## config.mk

```make
export PLATFORM = sky130hd
export DESIGN_NAME = insight_retire_trace_buffer_flat
export DESIGN_NICKNAME = d
export VERILOG_FILES = /design/src/rtl/insight_retire_trace_buffer_if.sv /design/src/rtl/insight_retire_trace_buffer.sv /design/src/flat_wrapper.sv
export SDC_FILE = /design/constraint.sdc
export NUM_CORES = 2
export LEC_CHECK = 0
export BUFFER_PORTS_ARGS = -buffer_cell sky130_fd_sc_hd__buf_2
export CAP_MARGIN = 20
export CORE_ASPECT_RATIO = 1.4
export CORE_MARGIN = 3
export CORE_UTILIZATION = 37
export DETAILED_ROUTE_END_ITERATION = 12
export GPL_TIMING_DRIVEN = 0
export PLACE_DENSITY_LB_ADDON = 0.08
export SYNTH_ARGS = -nofsm -noshare
export SYNTH_HDL_FRONTEND = slang
export SYNTH_SLANG_ARGS = --single-unit
```

## constraint.sdc

```tcl
create_clock -name clock -period 13.42 [get_ports clock]
set_input_delay 3.355 -clock clock [delete_from_list [all_inputs] [get_ports clock]]
set_output_delay 3.355 -clock clock [all_outputs]
set_load 0.1 [all_outputs]
```

## src/rtl/insight_retire_trace_buffer_if.sv

```systemverilog
// Bundles the retire, trace-sink and shadow-register read signals of the
// Insight retirement trace buffer. The core/sink side uses master and the buffer uses slave.
interface insight_retire_trace_buffer_if #(
    parameter int XLEN = 32,
    parameter int NRET = 2,
    parameter int RW   = 5
);
    logic                 enable;
    logic [NRET-1:0]      in_valid;
    logic [NRET*XLEN-1:0] in_pc;
    logic [NRET-1:0]      in_wen;
    logic [NRET*RW-1:0]   in_rd;
    logic [NRET*XLEN-1:0] in_wdata;
    logic                 in_stall;

    logic                 out_valid;
    logic                 out_ready;
    logic [XLEN-1:0]      out_pc;
    logic [XLEN-1:0]      out_wdata;
    logic                 out_wen;
    logic [RW-1:0]        out_rd;
    logic [15:0]          out_seq;
    logic                 out_gap;
    logic [15:0]          drop_count;

    logic [RW-1:0]        reg_rd_addr;
    logic [XLEN-1:0]      reg_rd_data;

    modport master (
        output enable, in_valid, in_pc, in_wen, in_rd, in_wdata, out_ready, reg_rd_addr,
        input  in_stall, out_valid, out_pc, out_wdata, out_wen, out_rd, out_seq, out_gap,
               drop_count, reg_rd_data
    );

    modport slave (
        input  enable, in_valid, in_pc, in_wen, in_rd, in_wdata, out_ready, reg_rd_addr,
        output in_stall, out_valid, out_pc, out_wdata, out_wen, out_rd, out_seq, out_gap,
               drop_count, reg_rd_data
    );
endinterface

```

## src/rtl/insight_retire_trace_buffer.sv

```systemverilog
// Retirement trace capture: compacts up to NRET retire events per cycle into an
// in-order FIFO tagged with sequence numbers and gap flags, and keeps a shadow register file.
module insight_retire_trace_buffer #(
    parameter int XLEN          = 32,
    parameter int NREGS         = 32,
    parameter int NRET          = 2,
    parameter int DEPTH         = 8,
    parameter int STALL_ON_FULL = 0
) (
    input  logic                          clock,
    input  logic                          reset,
    insight_retire_trace_buffer_if.slave  bus
);
    localparam int RW = $clog2(NREGS);
    localparam int AW = (DEPTH > 1) ? $clog2(DEPTH) : 1;
    localparam int CW = $clog2(DEPTH + 1);

    logic [XLEN-1:0] r_memPc    [DEPTH];
    logic [XLEN-1:0] r_memWdata [DEPTH];
    logic            r_memWen   [DEPTH];
    logic [RW-1:0]   r_memRd    [DEPTH];
    logic [15:0]     r_memSeq   [DEPTH];
    logic            r_memGap   [DEPTH];

    logic [AW-1:0]   r_head;
    logic [AW-1:0]   r_tail;
    logic [CW-1:0]   r_count;
    logic [15:0]     r_seq;
    logic [15:0]     r_dropCount;
    logic            r_pendingGap;
    logic [XLEN-1:0] r_regs [1:NREGS-1];

    logic [CW-1:0]   w_free;
    logic [CW-1:0]   w_k;
    logic [CW-1:0]   w_pushCount;
    logic [CW-1:0]   w_lost;
    logic [CW-1:0]   w_dropped;
    logic [CW-1:0]   w_slot [NRET];
    logic [NRET-1:0] w_push;
    logic            w_pop;
    logic [16:0]     w_dropSum;

    // Compacted slot of each valid channel; only the first 'free' slots are accepted.
    always_comb begin
        w_free = CW'(DEPTH) - r_count;
        w_k    = '0;
        w_push = '0;
        for (int i = 0; i < NRET; i++) begin
            w_slot[i] = w_k;
            if (bus.in_valid[i]) begin
                w_push[i] = bus.enable && (w_k < w_free);
                w_k       = w_k + CW'(1);
            end
        end
        w_pushCount = !bus.enable ? '0 : ((w_k < w_free) ? w_k : w_free);
        w_lost      = w_k - w_pushCount;
        w_dropped   = bus.enable ? w_lost : '0;
    end

    assign w_pop     = (r_count != '0) && bus.out_ready;
    assign w_dropSum = {1'b0, r_dropCount} + 17'(w_dropped);

    always_ff @(posedge clock) begin
        if (reset) begin
            r_head       <= '0;
            r_tail       <= '0;
            r_count      <= '0;
            r_seq        <= '0;
            r_dropCount  <= '0;
            r_pendingGap <= 1'b0;
        end else begin
            r_head      <= r_head + AW'(w_pop);
            r_tail      <= r_tail + AW'(w_pushCount);
            r_count     <= r_count + w_pushCount - CW'(w_pop);
            r_seq       <= r_seq + 16'(w_k);
            r_dropCount <= w_dropSum[16] ? 16'hFFFF : w_dropSum[15:0];
            // Lost events land after this cycle's pushes, so they mark the next push.
            if (w_lost != '0) begin
                r_pendingGap <= 1'b1;
            end else if (w_pushCount != '0) begin
                r_pendingGap <= 1'b0;
            end
        end
    end

    // Entry storage needs no reset: the head fields are masked while the FIFO is empty.
    always_ff @(posedge clock) begin
        if (!reset) begin
            for (int i = 0; i < NRET; i++) begin
                if (w_push[i]) begin
                    r_memPc[r_tail + AW'(w_slot[i])]    <= bus.in_pc[i*XLEN +: XLEN];
                    r_memWdata[r_tail + AW'(w_slot[i])] <= bus.in_wdata[i*XLEN +: XLEN];
                    r_memWen[r_tail + AW'(w_slot[i])]   <= bus.in_wen[i];
                    r_memRd[r_tail + AW'(w_slot[i])]    <= bus.in_rd[i*RW +: RW];
                    r_memSeq[r_tail + AW'(w_slot[i])]   <= r_seq + 16'(w_slot[i]);
                    r_memGap[r_tail + AW'(w_slot[i])]   <= r_pendingGap && (w_slot[i] == '0);
                end
            end
        end
    end

    // Later channels are younger, so iterating upward lets the highest index win.
    always_ff @(posedge clock) begin
        if (reset) begin
            for (int r = 1; r < NREGS; r++) begin
                r_regs[r] <= '0;
            end
        end else begin
            for (int i = 0; i < NRET; i++) begin
                if (bus.in_valid[i] && bus.in_wen[i] && (bus.in_rd[i*RW +: RW] != '0)) begin
                    r_regs[bus.in_rd[i*RW +: RW]] <= bus.in_wdata[i*XLEN +: XLEN];
                end
            end
        end
    end

    always_comb begin
        bus.reg_rd_data = '0;
        if (bus.reg_rd_addr != '0) begin
            bus.reg_rd_data = r_regs[bus.reg_rd_addr];
        end
    end

    assign bus.out_valid  = (r_count != '0);
    assign bus.drop_count = r_dropCount;
    assign bus.in_stall   = (STALL_ON_FULL != 0) && (w_free < CW'(NRET));

    always_comb begin
        bus.out_pc    = '0;
        bus.out_wdata = '0;
        bus.out_wen   = 1'b0;
        bus.out_rd    = '0;
        bus.out_seq   = '0;
        bus.out_gap   = 1'b0;
        if (bus.out_valid) begin
            bus.out_pc    = r_memPc[r_head];
            bus.out_wdata = r_memWdata[r_head];
            bus.out_wen   = r_memWen[r_head];
            bus.out_rd    = r_memRd[r_head];
            bus.out_seq   = r_memSeq[r_head];
            bus.out_gap   = r_memGap[r_head];
        end
    end
endmodule

```

## src/flat_wrapper.sv

```systemverilog
// flat-port wrapper written by rule: the top's interface ports become plain ports
module insight_retire_trace_buffer_flat 
#(
    parameter int XLEN          = 32,
    parameter int NREGS         = 32,
    parameter int NRET          = 2,
    parameter int DEPTH         = 8,
    parameter int STALL_ON_FULL = 0
)
  (clock, reset, bus_enable, bus_in_valid, bus_in_pc, bus_in_wen, bus_in_rd, bus_in_wdata, bus_out_ready, bus_reg_rd_addr, bus_in_stall, bus_out_valid, bus_out_pc, bus_out_wdata, bus_out_wen, bus_out_rd, bus_out_seq, bus_out_gap, bus_drop_count, bus_reg_rd_data);
  insight_retire_trace_buffer_if #(.XLEN(XLEN), .NRET(NRET), .RW((5))) bus_i ();
  input  logic clock;
  input  logic reset;
  input wire logic [$bits(bus_i.enable)-1:0] bus_enable;
  input wire logic [$bits(bus_i.in_valid)-1:0] bus_in_valid;
  input wire logic [$bits(bus_i.in_pc)-1:0] bus_in_pc;
  input wire logic [$bits(bus_i.in_wen)-1:0] bus_in_wen;
  input wire logic [$bits(bus_i.in_rd)-1:0] bus_in_rd;
  input wire logic [$bits(bus_i.in_wdata)-1:0] bus_in_wdata;
  input wire logic [$bits(bus_i.out_ready)-1:0] bus_out_ready;
  input wire logic [$bits(bus_i.reg_rd_addr)-1:0] bus_reg_rd_addr;
  output wire logic [$bits(bus_i.in_stall)-1:0] bus_in_stall;
  output wire logic [$bits(bus_i.out_valid)-1:0] bus_out_valid;
  output wire logic [$bits(bus_i.out_pc)-1:0] bus_out_pc;
  output wire logic [$bits(bus_i.out_wdata)-1:0] bus_out_wdata;
  output wire logic [$bits(bus_i.out_wen)-1:0] bus_out_wen;
  output wire logic [$bits(bus_i.out_rd)-1:0] bus_out_rd;
  output wire logic [$bits(bus_i.out_seq)-1:0] bus_out_seq;
  output wire logic [$bits(bus_i.out_gap)-1:0] bus_out_gap;
  output wire logic [$bits(bus_i.drop_count)-1:0] bus_drop_count;
  output wire logic [$bits(bus_i.reg_rd_data)-1:0] bus_reg_rd_data;
  assign bus_i.enable = bus_enable;
  assign bus_i.in_valid = bus_in_valid;
  assign bus_i.in_pc = bus_in_pc;
  assign bus_i.in_wen = bus_in_wen;
  assign bus_i.in_rd = bus_in_rd;
  assign bus_i.in_wdata = bus_in_wdata;
  assign bus_i.out_ready = bus_out_ready;
  assign bus_i.reg_rd_addr = bus_reg_rd_addr;
  assign bus_in_stall = bus_i.in_stall;
  assign bus_out_valid = bus_i.out_valid;
  assign bus_out_pc = bus_i.out_pc;
  assign bus_out_wdata = bus_i.out_wdata;
  assign bus_out_wen = bus_i.out_wen;
  assign bus_out_rd = bus_i.out_rd;
  assign bus_out_seq = bus_i.out_seq;
  assign bus_out_gap = bus_i.out_gap;
  assign bus_drop_count = bus_i.drop_count;
  assign bus_reg_rd_data = bus_i.reg_rd_data;
  insight_retire_trace_buffer #(.XLEN(XLEN), .NREGS(NREGS), .NRET(NRET), .DEPTH(DEPTH), .STALL_ON_FULL(STALL_ON_FULL)) u_core (.clock(clock), .reset(reset), .bus(bus_i));
endmodule
```

==> results.md <==
* Grt ovf at 0
* Measured slew at the worst slew-check pin at 1.25 ns
* Max-cap violations at 0
* Die height at 582 um
* Sw power at 5510 uW
* Fin area at 101,000 um^2
* Die area at 243,000 um^2
* First-pass GRT wire length at 463,000 um
* Critical Path RT at 10.06 ns
* Htree depth at 4
* Final setup fails at 0
* TritonCTS clock tree: built
* Internal at 10,400 uW
* Syn. warnings at 0
* Most frequent cells in the layout: edfxtp_1 (1,720), a22o_1 (992), clkbuf_1 (602)
* Input/output buffers at 216
* Post-CTS Setup Bufs at 0
* Sw Share at 34.7%
* Gates resized, CTS repair at 0
* Critical Path Start Type: primary input
* Max-slew headroom at 16.9%
* Drt total wl at 338,000 um
* Total power at 15,900 uW
* Worst hold path type: register to register
* Worst skew pair latency at 0.87 ns
* Largest net degree at the start of global routing at 46
* Synthesized flop and latch total at 1,763
* DR WL/cell at 36.3 um
* Final #Nets at 6,237
* Final ANT Viol Nets at 0
* Top post-synthesis cells by area: edfxtp_1 (59%), mux4_2 (13%), a22o_1 (9.9%)
* Clock-pin slew on the worst setup and hold paths at 0.05 ns
* Hold-fix buffer count after cts at 0
* GRT Total Usage at 27.3%
* Vias in the first global route at 57.6k
* Via count at 55.6k
* Clock sinks at 1,763
* # DRC at 0
* Core Area at 235,000 um^2
* Number of flops mapped to enable cells by yosys at 1,720
* RSZ-0062 raised after global routing: no
* Initial DRC Count at 4,918
* Clock share of power at 32.9%
* Finished Core Util at 43.0%
* Cts bufs inserted at 196
* Syn avg cell area at 15.9 um^2
* Netlist cell types at 69
* I/O pins at 288
* Post-Synthesis Cell Area at 87,800 um^2
* Placer Congestion at 0.983
* Leak pwr at 0.0332 uW
* Placement Cell Area at 95,000 um^2
* Pins over their slew limit at 0
* Area growth syn-to-layout at 15.2%
* Max Buffers Root-to-Sink at 4
* Synth top area share at 58.9%
* Initial antenna violation count at 54
* Outcome: finished clean
* Setup Skew at 0.0348 ns
* Initial Util at 37.4%
* Fmax at 0.0903 GHz
* Area leader, netlist: edfxtp_1
* Critical path capture point type: output pin
* Primary FF master, synth: edfxtp_1
* Fin. Hold Viols at 0
* DR vias/cell at 5.97
* Final TNS setup at 0 ns
* Drt pass-1 iters at 6
* Power density over the cells at 157 nW/um^2
* WHS at 0.524 ns
* Critical path class: primary input to output pin
* Crit-path max FO at 10
* Sequential power share at 40.7%
* Max VDD drop at 207 uV
* Clock root buffer: clkbuf_16
* Leading cell type in the layout, fill and taps excluded: edfxtp_1
* HPWL after detailed placement at 243,000 um
* Period utilisation layout at 82.5%
* Post-synth ARST share at 0%
* Comb pwr share at 26.5%
* Die width at 418 um
* Arrival time worst endpoint at 7.72 ns
* Synth Instances at 5,518
* Cell row count at 210
* Share of cells above drive strength 1 at 29.6%
* Fin crit period at 11.08 ns
* Register area share after synthesis at 59.8%
==> metrics by stage <==
stage                     instances  setup WS (ns)
after floorplan                5550           2.46
after global placement         8840          -7.32
after detailed placement       8926           2.39
after CTS                      9267           2.35
after global routing           9286           2.31
final                          9315           2.34
==> per-layer routing <==
layer	GRT usage (%)	share of wire [%]	vias to the layer above
met5	0	0.071	-
met4	15.5	6.5	36
met3	5.61	6.5	687
met2	47.9	51	2227
met1	31.0	36	29267
li1	-	-	23406
==> worst max-delay path: stages <==
cell and delay [ns]:
clkbuf_1 0.45, clkbuf_1 0.74, clkbuf_1 0.83, mux4_2 0.45, mux4_2 0.25, inv_1 0.11, o21ai_0 0.91, buf_2 0.59
==> flip-flops by register name (all words and copies together) (netlist names) <==
register,count
u_core.bus.drop_count,16
u_core.r_count,4
u_core.r_head,3
u_core.r_memGap,8
u_core.r_memPc,256
u_core.r_memRd,40
u_core.r_memSeq,128
u_core.r_memWdata,256
u_core.r_memWen,8
u_core.r_pendingGap,1
u_core.r_regs,1024
u_core.r_seq,16
u_core.r_tail,3
==> cell usage after synthesis, types with 3 or more instances <==
library cell / instances
a22o_1: 992
o21ai_0: 64
buf_4: 8
nand3b_1: 11
mux4_2: 494
o2111ai_2: 4
o21bai_1: 3
a21o_1: 5
xor2_1: 59
inv_1: 56
xnor2_1: 80
nor2b_1: 15
a211oi_4: 4
nor3_2: 3
nand2b_1: 9
mux2_2: 556
nor3b_1: 6
o221ai_1: 12
ha_1: 25
edfxtp_1: 1720
dfxtp_1: 43
nand4b_1: 4
nor2_1: 212
a21oi_1: 33
mux2_1: 16
or3_1: 15
nor3_1: 34
clkbuf_1: 555
nand4_1: 10
buf_2: 154
and2_1: 5
and3_1: 6
buf_1: 31
mux2i_1: 89
nand2_1: 115
nand3_1: 23
nor2_2: 4
fa_1: 4
and4_1: 3
==> cell families after synthesis <==
group / Yosys count / share of synthesized area, %
other: 2 / 0.00856
buffers and inverters: 807 / 3.71
multiplexers: 1155 / 21.0
XOR/XNOR: 139 / 1.39
flip-flops: 1763 / 59.8
adder cells (fa/ha/maj): 29 / 0.448
AO/OA/AOI/OAI: 1134 / 11.0
AND/OR/NAND/NOR: 489 / 2.58
==> power by group through the flow <==
stage	Combinational, uW	Sequential [uW]	Clock, uW
global placement	4160	6630	0
finish	4210	6460	5220
detailed placement	4260	6580	0
CTS	4270	6460	5300
global route	4390	6480	5500
floorplan	2970	6590	0
==> final timing paths <==
kind	start	endpoint	slack (ns)	depth (start not counted)
worst min-delay path	u_core.bus.drop_count[14]	u_core.bus.drop_count[14]	0.52	2
worst max-delay path	bus_reg_rd_addr[1]	bus_reg_rd_data[29]	2.34	8
worst max register to register	u_core.r_count[0]	u_core.bus.drop_count[13]	8.17	17
worst min register to register	u_core.bus.drop_count[14]	u_core.bus.drop_count[14]	0.52	2
==> area by class of cell <==
class | instances | area (um^2)
timing repair buffer | 309 | 2880
clock inverter | 85 | 662
tap | 3074 | 3850
sequential | 1763 | 52500
fill | 21431 | 134000
clock buffer | 256 | 5210
multi-input combinational | 2980 | 32600
inverter | 58 | 218
antenna | 41 | 103
buffer | 749 | 3050
Power figures use the tool's default switching activity.
